File: src/rtl/pipe_ctrl_if.sv
// Pipeline-controller interface: stage status/requests in, stall/flush/redirect out,
// plus the control-register write (from MEM) and read (from ID) ports.
interface pipe_ctrl_if #(
    parameter int unsigned IRQ_W = 8
);
    logic             if_busy;
    logic             mem_busy;
    logic             ld_hazard;
    logic [IRQ_W-1:0] irq;
    logic             ex_en;
    logic [29:0]      ex_pc;
    logic             mem_en;
    logic [29:0]      mem_pc;
    logic [2:0]       mem_exp_code;
    logic [1:0]       mem_ctrl_op;
    logic [2:0]       mem_cr_addr;
    logic [31:0]      mem_cr_wdata;
    logic [2:0]       cr_rd_addr;
    logic [31:0]      cr_rd_data;
    logic             if_stall;
    logic             id_stall;
    logic             ex_stall;
    logic             mem_stall;
    logic             if_flush;
    logic             id_flush;
    logic             ex_flush;
    logic             mem_flush;
    logic [29:0]      new_pc;
    logic             new_pc_valid;

    // Pipeline side: drives stage status, consumes control.
    modport master (
        output if_busy, mem_busy, ld_hazard, irq, ex_en, ex_pc, mem_en, mem_pc,
               mem_exp_code, mem_ctrl_op, mem_cr_addr, mem_cr_wdata, cr_rd_addr,
        input  cr_rd_data, if_stall, id_stall, ex_stall, mem_stall,
               if_flush, id_flush, ex_flush, mem_flush, new_pc, new_pc_valid
    );

    // Controller side.
    modport slave (
        input  if_busy, mem_busy, ld_hazard, irq, ex_en, ex_pc, mem_en, mem_pc,
               mem_exp_code, mem_ctrl_op, mem_cr_addr, mem_cr_wdata, cr_rd_addr,
        output cr_rd_data, if_stall, id_stall, ex_stall, mem_stall,
               if_flush, id_flush, ex_flush, mem_flush, new_pc, new_pc_valid
    );
endinterface

File: src/rtl/pipe_ctrl.sv
// Central pipeline controller: per-stage stall/flush, exception/interrupt entry,
// EXRT return, and the control-register file (STATUS, INT_MASK, EXP_CODE, EPC, CYCLE).
module pipe_ctrl #(
    parameter logic [29:0] EXC_VECTOR = 30'h0000_0010,
    parameter int unsigned IRQ_W      = 8
) (
    input logic        clk,
    input logic        reset,
    pipe_ctrl_if.slave bus
);
    localparam logic [2:0] CrStatus  = 3'd0;
    localparam logic [2:0] CrIntMask = 3'd1;
    localparam logic [2:0] CrExpCode = 3'd2;
    localparam logic [2:0] CrEpc     = 3'd3;
    localparam logic [2:0] CrCycle   = 3'd4;

    localparam logic [1:0] OpNop  = 2'd0;
    localparam logic [1:0] OpWrcr = 2'd1;
    localparam logic [1:0] OpExrt = 2'd2;

    // The single event taken this cycle, already priority-resolved.
    typedef enum logic [2:0] {EvNone, EvStall, EvExc, EvExrt, EvIrq, EvWrcr} event_e;

    logic             ie_q, ie_d;
    logic             pre_ie_q, pre_ie_d;
    logic [IRQ_W-1:0] int_mask_q, int_mask_d;
    logic [2:0]       exp_code_q, exp_code_d;
    logic [29:0]      epc_q, epc_d;
    logic [31:0]      cycle_q, cycle_d;
    logic [IRQ_W-1:0] irq_meta_q, irq_s_q;

    event_e ev;
    logic   irq_pend;

    assign irq_pend = |(irq_s_q & ~int_mask_q);

    // Resolve the highest-priority event; memory stalls freeze everything.
    always_comb begin
        ev = EvNone;
        if (reset) begin
            ev = EvNone;
        end else if (bus.if_busy || bus.mem_busy) begin
            ev = EvStall;
        end else if (bus.mem_en && (bus.mem_exp_code != 3'd0)) begin
            ev = EvExc;
        end else if (bus.mem_en && (bus.mem_ctrl_op == OpExrt)) begin
            ev = EvExrt;
        end else if (ie_q && irq_pend && bus.ex_en &&
                     ((bus.mem_ctrl_op == OpNop) || !bus.mem_en)) begin
            ev = EvIrq;
        end else if (bus.mem_en && (bus.mem_ctrl_op == OpWrcr)) begin
            ev = EvWrcr;
        end
    end

    // Stage control outputs; a redirect overrides the load-use interlock.
    always_comb begin
        bus.if_stall     = 1'b0;
        bus.id_stall     = 1'b0;
        bus.ex_stall     = 1'b0;
        bus.mem_stall    = 1'b0;
        bus.if_flush     = 1'b0;
        bus.id_flush     = 1'b0;
        bus.ex_flush     = 1'b0;
        bus.mem_flush    = 1'b0;
        bus.new_pc       = '0;
        bus.new_pc_valid = 1'b0;
        unique case (ev)
            EvStall: begin
                bus.if_stall  = 1'b1;
                bus.id_stall  = 1'b1;
                bus.ex_stall  = 1'b1;
                bus.mem_stall = 1'b1;
            end
            EvExc, EvExrt: begin
                bus.if_flush     = 1'b1;
                bus.id_flush     = 1'b1;
                bus.ex_flush     = 1'b1;
                bus.mem_flush    = 1'b1;
                bus.new_pc_valid = 1'b1;
                bus.new_pc       = (ev == EvExc) ? EXC_VECTOR : epc_q;
            end
            EvIrq: begin
                // MEM instruction is allowed to retire; EX and younger are squashed.
                bus.if_flush     = 1'b1;
                bus.id_flush     = 1'b1;
                bus.ex_flush     = 1'b1;
                bus.new_pc_valid = 1'b1;
                bus.new_pc       = EXC_VECTOR;
            end
            default: begin
                if (!reset && bus.ld_hazard) begin
                    bus.if_stall = 1'b1;
                    bus.id_flush = 1'b1;
                end
            end
        endcase
    end

    // Control-register next state driven by the taken event.
    always_comb begin
        ie_d       = ie_q;
        pre_ie_d   = pre_ie_q;
        int_mask_d = int_mask_q;
        exp_code_d = exp_code_q;
        epc_d      = epc_q;
        cycle_d    = cycle_q + 32'd1;
        unique case (ev)
            EvExc: begin
                epc_d      = bus.mem_pc;
                exp_code_d = bus.mem_exp_code;
                pre_ie_d   = ie_q;
                ie_d       = 1'b0;
            end
            EvExrt: begin
                ie_d = pre_ie_q;
            end
            EvIrq: begin
                epc_d      = bus.ex_pc;
                exp_code_d = 3'd1;
                pre_ie_d   = ie_q;
                ie_d       = 1'b0;
            end
            EvWrcr: begin
                case (bus.mem_cr_addr)
                    CrStatus: begin
                        ie_d     = bus.mem_cr_wdata[0];
                        pre_ie_d = bus.mem_cr_wdata[1];
                    end
                    CrIntMask: int_mask_d = bus.mem_cr_wdata[IRQ_W-1:0];
                    CrExpCode: exp_code_d = bus.mem_cr_wdata[2:0];
                    CrEpc:     epc_d      = bus.mem_cr_wdata[31:2];
                    CrCycle:   cycle_d    = bus.mem_cr_wdata;
                    default: ;
                endcase
            end
            default: ;
        endcase
    end

    // Register file and two-flop irq synchronizer, synchronous reset.
    always_ff @(posedge clk) begin
        if (reset) begin
            ie_q       <= 1'b0;
            pre_ie_q   <= 1'b0;
            int_mask_q <= '1;
            exp_code_q <= '0;
            epc_q      <= '0;
            cycle_q    <= '0;
            irq_meta_q <= '0;
            irq_s_q    <= '0;
        end else begin
            ie_q       <= ie_d;
            pre_ie_q   <= pre_ie_d;
            int_mask_q <= int_mask_d;
            exp_code_q <= exp_code_d;
            epc_q      <= epc_d;
            cycle_q    <= cycle_d;
            irq_meta_q <= bus.irq;
            irq_s_q    <= irq_meta_q;
        end
    end

    // Combinational read port: shows current register contents, not same-cycle writes.
    always_comb begin
        bus.cr_rd_data = '0;
        case (bus.cr_rd_addr)
            CrStatus:  bus.cr_rd_data = {30'd0, pre_ie_q, ie_q};
            CrIntMask: bus.cr_rd_data = 32'(int_mask_q);
            CrExpCode: bus.cr_rd_data = {29'd0, exp_code_q};
            CrEpc:     bus.cr_rd_data = {epc_q, 2'b00};
            CrCycle:   bus.cr_rd_data = cycle_q;
            default:   bus.cr_rd_data = '0;
        endcase
    end
endmodule

File: src/flat_wrapper.sv
// flat-port wrapper written by rule: the top's interface ports become plain ports
module pipe_ctrl_flat 
#(
    parameter logic [29:0] EXC_VECTOR = 30'h0000_0010,
    parameter int unsigned IRQ_W      = 8
)
  (clk, reset, bus_if_busy, bus_mem_busy, bus_ld_hazard, bus_irq, bus_ex_en, bus_ex_pc, bus_mem_en, bus_mem_pc, bus_mem_exp_code, bus_mem_ctrl_op, bus_mem_cr_addr, bus_mem_cr_wdata, bus_cr_rd_addr, bus_cr_rd_data, bus_if_stall, bus_id_stall, bus_ex_stall, bus_mem_stall, bus_if_flush, bus_id_flush, bus_ex_flush, bus_mem_flush, bus_new_pc, bus_new_pc_valid);
  pipe_ctrl_if #(.IRQ_W(IRQ_W)) bus_i ();
  input logic clk;
  input logic reset;
  input wire logic [$bits(bus_i.if_busy)-1:0] bus_if_busy;
  input wire logic [$bits(bus_i.mem_busy)-1:0] bus_mem_busy;
  input wire logic [$bits(bus_i.ld_hazard)-1:0] bus_ld_hazard;
  input wire logic [$bits(bus_i.irq)-1:0] bus_irq;
  input wire logic [$bits(bus_i.ex_en)-1:0] bus_ex_en;
  input wire logic [$bits(bus_i.ex_pc)-1:0] bus_ex_pc;
  input wire logic [$bits(bus_i.mem_en)-1:0] bus_mem_en;
  input wire logic [$bits(bus_i.mem_pc)-1:0] bus_mem_pc;
  input wire logic [$bits(bus_i.mem_exp_code)-1:0] bus_mem_exp_code;
  input wire logic [$bits(bus_i.mem_ctrl_op)-1:0] bus_mem_ctrl_op;
  input wire logic [$bits(bus_i.mem_cr_addr)-1:0] bus_mem_cr_addr;
  input wire logic [$bits(bus_i.mem_cr_wdata)-1:0] bus_mem_cr_wdata;
  input wire logic [$bits(bus_i.cr_rd_addr)-1:0] bus_cr_rd_addr;
  output wire logic [$bits(bus_i.cr_rd_data)-1:0] bus_cr_rd_data;
  output wire logic [$bits(bus_i.if_stall)-1:0] bus_if_stall;
  output wire logic [$bits(bus_i.id_stall)-1:0] bus_id_stall;
  output wire logic [$bits(bus_i.ex_stall)-1:0] bus_ex_stall;
  output wire logic [$bits(bus_i.mem_stall)-1:0] bus_mem_stall;
  output wire logic [$bits(bus_i.if_flush)-1:0] bus_if_flush;
  output wire logic [$bits(bus_i.id_flush)-1:0] bus_id_flush;
  output wire logic [$bits(bus_i.ex_flush)-1:0] bus_ex_flush;
  output wire logic [$bits(bus_i.mem_flush)-1:0] bus_mem_flush;
  output wire logic [$bits(bus_i.new_pc)-1:0] bus_new_pc;
  output wire logic [$bits(bus_i.new_pc_valid)-1:0] bus_new_pc_valid;
  assign bus_i.if_busy = bus_if_busy;
  assign bus_i.mem_busy = bus_mem_busy;
  assign bus_i.ld_hazard = bus_ld_hazard;
  assign bus_i.irq = bus_irq;
  assign bus_i.ex_en = bus_ex_en;
  assign bus_i.ex_pc = bus_ex_pc;
  assign bus_i.mem_en = bus_mem_en;
  assign bus_i.mem_pc = bus_mem_pc;
  assign bus_i.mem_exp_code = bus_mem_exp_code;
  assign bus_i.mem_ctrl_op = bus_mem_ctrl_op;
  assign bus_i.mem_cr_addr = bus_mem_cr_addr;
  assign bus_i.mem_cr_wdata = bus_mem_cr_wdata;
  assign bus_i.cr_rd_addr = bus_cr_rd_addr;
  assign bus_cr_rd_data = bus_i.cr_rd_data;
  assign bus_if_stall = bus_i.if_stall;
  assign bus_id_stall = bus_i.id_stall;
  assign bus_ex_stall = bus_i.ex_stall;
  assign bus_mem_stall = bus_i.mem_stall;
  assign bus_if_flush = bus_i.if_flush;
  assign bus_id_flush = bus_i.id_flush;
  assign bus_ex_flush = bus_i.ex_flush;
  assign bus_mem_flush = bus_i.mem_flush;
  assign bus_new_pc = bus_i.new_pc;
  assign bus_new_pc_valid = bus_i.new_pc_valid;
  pipe_ctrl #(.EXC_VECTOR(EXC_VECTOR), .IRQ_W(IRQ_W)) u_core (.clk(clk), .reset(reset), .bus(bus_i));
endmodule
File: config.mk
export PLATFORM = sky130hd
export DESIGN_NAME = pipe_ctrl_flat
export DESIGN_NICKNAME = d
export VERILOG_FILES = /design/src/rtl/pipe_ctrl_if.sv /design/src/rtl/pipe_ctrl.sv /design/src/flat_wrapper.sv
export SDC_FILE = /design/constraint.sdc
export NUM_CORES = 1
export LEC_CHECK = 0
export CORE_ASPECT_RATIO = 0.8
export CORE_UTILIZATION = 41
export DETAILED_ROUTE_END_ITERATION = 10
export PLACE_DENSITY = 0.84
export SYNTH_ARGS = -nofsm -noshare
export SYNTH_HDL_FRONTEND = slang
export SYNTH_SLANG_ARGS = --single-unit
File: constraint.sdc
create_clock -name clk -period 3.9 [get_ports clk]
set_input_delay 0.585 -clock clk [delete_from_list [all_inputs] [get_ports clk]]
set_output_delay 0.585 -clock clk [all_outputs]
set_load 0.01 [all_outputs]
==> impl_results.md, run 1 <==
* Routed Antenna Nets at 0
* Syn Nets at about 800
* Avg WL per Cell at ~18 um
* # DRC at 0
* Tmin final at 3.67 ns
* Area of the die at 0.0137 sq mm
* CTS tree: done
* Largest net degree at the start of global routing at 64
* Setup_tns at 0 ns
* Worst-path fanout max at 5
* Worst Path Arrival at about 3 ns
* Worst skew pair latency at 0.34 ns
* Relative slew margins at 0.383
* Post-CTS setup buffers at 0
* Final Max Slew Viols at 0
* CP cell instances: clkdlybuf4s50_1 -> or4_4 -> o21ai_0 -> nand4_1 -> o21ai_0 -> a21o_1 -> clkdlybuf4s50_1
* VDD IR-drop max at roughly 0.23 mV
* Worst Skew at a little under 0.01 ns
* F_max at about 0.27 GHz
* Detailed-route via count at 5708
* DP Wirelength at about 13 mm
* Worst setup EP type: output port
* Number of iterations in the first detailed-routing pass at 5
* Worst path max stage delay at about 0.6 ns
* Chip Width at ~130 um
* Synth top area share at 0.337
* Req. time, crit path at 3.31 ns
* Number of port buffers at about 190
* GRT Max-Usage Layer: met2
* Starting density of the core at 0.420
* Master of the slowest instance on the critical path: or4_4
* Max-Cap Viols at 0
* Total power at ~2.1 mW
* Hold Path Class: flop to flop
* Reg clk slew, reported paths at roughly 0.07 ns
* Clk buf depth at 2
* Pwr/cell area at about 280 mW/mm^2
* Critical path's top delay family: buffers and inverters
* Post-Synthesis Cells at between 600 and 700
* CTS Hold Bufs at 0
* Layout fillers at 1177
* Antenna cells at 0
* Share of cells above drive strength 1 at 0.0602
* RSZ-0062 raised after global routing: false
* Worst path buffer plus inverter count at 2
* Vias per cell at 5.68
* Num CTS Buffers at 9
* Worst slew pin tran at roughly 0.92 ns
* Met2 GRT Util at 0.403
* Layout Nets at ~940
* # resized after CTS at 0
* H-tree Lvls at 3
* Syn Area/Cell at about 8 sq um
* Fin. Hold Viols at 0
* Synthesis-stage register bit count at 91
* Synth cell types at 54
* Global Route met1 Usage at 0.361
* GR Overflow Total at 0
* Synth warnings at 0
* Core area at approximately 0.013 sq mm
* Tcrit/Tclk final at 0.942
* Status: complete, no violations
* DRT Wirelength at 17.9 mm
* EDFF count, synth at 0
* Main synth FF type: dfxtp_1
* DR iter-0 viols at ~460
* I/O Pins at 189
* CTS sink cnt at 91
* Post-synthesis sequential area ratio at 0.337
* FP Rows at 37
* GRT met3 Usage at 0.0594
* Setup violators final at 0
* Overall Global Routing Usage at 0.261
* Area leader, netlist: dfxtp_1
* WS Path Type: primary input to output port
* Synth Cell Area at about 0.0054 sq mm
* Fin util at 0.598
* Ys async rst share at 0
* Vias in the first global route at ~5300
* Leakage at roughly 2.6 nW
* Antenna violations before repair at 0
* Crit path launch type: primary input
* Root buf cell: clkbuf_16
* Largest cells by area after synthesis: dfxtp_1, a211oi_1, nor2_1
* First-pass GRT wire length at 27.6 mm
* Gpl congestion at 0.919
* Die H at 105 um
* Area Growth Syn to Fin at 42.3%
==> sequential cells by signal, summed over array words and instances (netlist names) <==
| signal | cells |
|---|---|
| u_core.cycle_q | 32 |
| u_core.epc_q | 30 |
| u_core.ie_q | 1 |
| u_core.pre_ie_q | 1 |
| u_core.irq_s_q | 8 |
| u_core.irq_meta_q | 8 |
| u_core.int_mask_q | 8 |
| u_core.exp_code_q | 3 |
==> path summary, 6_finish.rpt <==
| path | slack [ns] | depth (start not counted) | startpoint | end |
|---|---|---|---|---|
| min reg2reg | 0.44 | 1 | u_core.irq_meta_q[7] | u_core.irq_s_q[7] |
| max | 0.23 | 7 | bus_mem_ctrl_op[1] | bus_id_flush |
| min | 0.44 | 1 | u_core.irq_meta_q[7] | u_core.irq_s_q[7] |
| max reg2reg | 1.55 | 6 | u_core.int_mask_q[7] | u_core.epc_q[29] |
==> per-layer routing <==
metal | vias to the layer above | wire, um
met5 | - | 0
met4 | 0 | 273
met3 | 24 | 1740
met2 | 284 | 7850
met1 | 2663 | 8020
li1 | 2737 | -
==> through the flow <==
stage          std cells  hold WS, ns  setup slack [ns]  area (sq um)
5_1_grt             1005        0.458             0.112          7690
6_report            1005        0.436             0.227          7690
3_5_place_dp         989        0.420             0.253          7410
2_1_floorplan        662        0.414             0.949          5410
4_1_cts             1005        0.437             0.234          7690
3_3_place_gp         989        0.421             0.336          7410
==> where the power goes <==
part,total (mW),switching [mW],internal [mW]
Clock,0.845,0.402,0.444
Combinational,0.308,0.132,0.176
Sequential,0.969,0.0171,0.952
Total,2.12,0.551,1.57
==> final cells by class <==
type / instances / area [sq um] / share of cell area
multi-input cells: 499 / 3260 / 0.424
repair buffers: 210 / 2050 / 0.267
flip-flops and latches: 91 / 1820 / 0.237
clock buffers: 9 / 225 / 0.0293
well taps: 175 / 219 / 0.0285
clock inverters: 7 / 57.6 / 0.00748
inverters: 14 / 52.6 / 0.00683
==> layout by cell type (no fill, tap or decap), types with 3 or more instances in the layout <==
master,n
buf_4,21
clkdlybuf4s50_1,187
nor3b_1,33
xnor2_1,28
nand2_1,60
clkbuf_16,9
mux2i_1,12
a22oi_1,5
a21oi_1,8
inv_1,14
nor3_2,3
nand4_1,6
and2_1,29
xor2_1,3
a211oi_1,60
nor2_1,79
a22o_1,24
o32a_1,29
a221oi_1,3
o21ai_0,18
nand2b_1,8
dfxtp_1,91
nor2b_1,19
nor3_1,9
or3_1,4
and3_1,5
a21o_1,4
nor4_1,9
nand3_1,10
or4_1,3
==> logic make-up after synthesis <==
| kind of cell | share of synthesized area |
|---|---|
| flops | 0.337 |
| fa+ha+maj | 0.00231 |
| simple gates | 0.274 |
| buf+inv | 0.0625 |
| mux | 0.0243 |
| xor+xnor | 0.0502 |
| compound gates | 0.249 |
==> Yosys cell counts, types with 2 or more instances <==
cell type and n:
a211oi_1 60, xnor2_1 28, clkbuf_1 40, nand4_1 6
a21o_1 4, and2_1 29, nor3b_1 33, nand2_1 60
dfxtp_1 91, buf_2 6, nor2b_1 19, buf_6 6
or3_1 4, inv_1 14, o311ai_0 2, buf_1 2
a221oi_1 3, o32a_1 29, buf_4 4, a21oi_1 8
a22o_1 24, nor4_1 9, and4_1 2, nand3_1 10
or4_1 3, xor2_1 3, o2111ai_1 2, nand2b_1 8
nor3_1 12, and3_1 5, mux2i_1 12, o21ai_0 18
nor2_1 79, a22oi_1 5, a221o_1 2, a31oi_1 2
==> worst register-to-register path: cells and delay by family (launching register included) <==
family                 cells  cell delay [ns]
AOI/OAI and AO/OA          4             1.43
buffers and inverters      1             0.26
DFF                        1             0.36
and+or+nand+nor            1             0.18
No activity file was read; power rests on OpenSTA's default activity.
==> run 2, diff against run 1 <==
Settings changed: SKIP_CTS_REPAIR_TIMING set to 1.
==> results of run 2 <==
Final layout, timing and power as in run 1 (identical DEF).
==> run 3, diff against run 2 <==
Settings changed: CORE_MARGIN set to 2.
==> run 3 against run 2 <==
Setup slack improved by 0.00075 ns. Routed wire length grew 2.8%. Utilization up 0.14 points. Non-clock buffer count decreased by 1. Combinational power is essentially flat. Via count is 1.0% higher. First-iteration DRC count shrank 11%. Cell area up 0.23%. Global-route usage is 0.72 points lower.
==> impl_results.md, run 3 (synthesized netlist as in run 1, its figures left out) <==
* Crit path to: bus_id_flush
* Setup ws final at ~0.23 ns
* Footprint of the multi-input gates at about 0.0033 sq mm
* Number of port buffers at around 190
* Worst Path Arrival at slightly above 3 ns
* VDD IR-drop max at ~0.20 mV
* R2r worst-path depth at 6
* Antenna violations before repair at 0
* FF-to-FF Start: u_core.int_mask_q[7]
* F_max at roughly 0.27 GHz
* Worst slack, placed at around 0.24 ns
* DR iter-0 viols at approximately 400
* Top Registers: u_core.cycle_q x32, u_core.epc_q x30
* DP Wirelength at ~13 mm
* Largest net degree at the start of global routing at 64
* Max reg flops at 32
* Fin. Hold Viols at 0
* Req. time, crit path at roughly 3.3 ns
* Non-filler cells in the finished layout at about 1000
* Most flops, register: u_core.cycle_q
* Reg-to-Reg End: u_core.epc_q[29]
* Worst path max stage delay at approximately 0.6 ns
* Vias per cell at approximately 5.7
* Detailed-route via count at slightly below 6000
* Layout fillers at 1178
* Starting density of the core at 0.420
* Leakage at about 2.6 nW
* Max-Cap Viols at 0
* CTS sink cnt at 91
* Avg WL per Cell at ~18 um
* FP Rows at 37
* Layout Nets at 943
* Worst slew pin tran at 1.00 ns
* Crit path launch type: primary input
* Clk buf depth at 2
* Commonest non-fill, non-tap cells in the layout: clkdlybuf4s50_1, dfxtp_1, nor2_1
* WHS Path Cells at 1
* Number of iterations in the first detailed-routing pass at 5
* Met1 Wirelength at between 8 and 9 mm
* Tcrit/Tclk final at 0.942
* GR Overflow Total at 0
* Share of cells above drive strength 1 at 0.0591
* Internal reg-to-reg setup slack at around 1.4 ns
* H-tree Lvls at 3
* Core area at ~0.013 sq mm
* Area of the die at 0.0141 sq mm
* Total power at roughly 2.2 mW
* Tmin final at around 3.7 ns
* Hold WS at about 0.44 ns
* Hold Path Class: flop to flop
* Die H at 107 um
* DRT Wirelength at 18.4 mm
* Num CTS Buffers at 9
* Vias in the first global route at between 5000 and 6000
* # DRC at 0
* Placed Cells at 988
* First-pass GRT wire length at 28.9 mm
* Worst Skew at ~0.007 ns
* Final Max Slew Viols at 0
* WS Path Type: primary input to output port
* Overall Global Routing Usage at 0.254
* Worst setup EP type: output port
* Root buf cell: clkbuf_16
* Setup_tns at 0 ns
* Relative slew margins at 0.325
* Gpl congestion at 0.877
* Most common cell after layout, fill and taps aside: clkdlybuf4s50_1
* Met2 routed WL at between 8 and 9 mm
* Sequential Area at around 0.0018 sq mm
* CP Launch Point: bus_mem_ctrl_op[1]
* Met3 WL at 1.63 mm
* Area Growth Syn to Fin at 42.6%
* Master of the slowest instance on the critical path: or4_4
* Reg clk slew, reported paths at about 0.070 ns
* Pwr/cell area at between 200 and 300 mW/mm^2
* Top Layer Used: met4
* Chip Width at around 130 um
* Setup violators final at 0
* Status: complete, no violations
* Worst-path fanout max at 5
* Antenna cells at 0
* HP Start: u_core.irq_meta_q[7]
* RSZ-0062 raised after global routing: false
* Worst skew pair latency at 0.34 ns
* CP cell instances: clkdlybuf4s50_1 -> or4_4 -> o21ai_0 -> nand4_1 -> o21ai_0 -> a21o_1 -> clkdlybuf4s50_1
* Routed Antenna Nets at 0
* I/O Pins at between 150 and 200
* CTS tree: done
==> run 3: cell count changes in the layout (fill, tap and decap cells not counted), sizes merged <==
cell	previous run	this run
buf	23	22
bufinv	0	1
clkinv	2	3
clkinvlp	1	0
inv	18	17
==> run 3: area by class of cell <==
class | instances | area share
clock inverter | 7 | 0.0107
clock buffer | 9 | 0.0292
tap | 175 | 0.0284
multi-input combinational | 499 | 0.423
sequential | 91 | 0.236
inverter | 14 | 0.00682
timing repair buffer | 209 | 0.265
==> run 3: stage by stage <==
stage                util  area (sq um)
finish              0.599          7710
global route        0.599          7710
CTS                 0.599          7710
detailed placement  0.575          7400
global placement    0.575          7400
floorplan               -          5410
==> run 3: worst min-delay path by stage <==
stage                              to
detailed placement  u_core.irq_s_q[7]
global placement    u_core.irq_s_q[4]
CTS                 u_core.irq_s_q[7]
floorplan           u_core.irq_s_q[0]
global route        u_core.irq_s_q[7]
finish              u_core.irq_s_q[7]
==> run 3: per-layer routing <==
metal,up-vias,GRT usage
li1,2742,-
met4,0,0.0607
met1,2740,0.343
met5,-,0
met2,264,0.412
met3,21,0.0586
==> run 3: critical path, delay by kind of cell <==
kind | cells | cell delay, ns
AOI/OAI and AO/OA | 3 | 0.70
buffers and inverters | 2 | 1.03
and+or+nand+nor | 2 | 0.78
==> run 3: report_power, final <==
part	switching [mW]	total [mW]	internal (mW)	leakage [nW]
logic	0.133	0.308	0.175	1.74
registers	0.0174	0.970	0.952	0.740
clock network	0.401	0.908	0.508	0.153
total	0.551	2.19	1.64	2.64
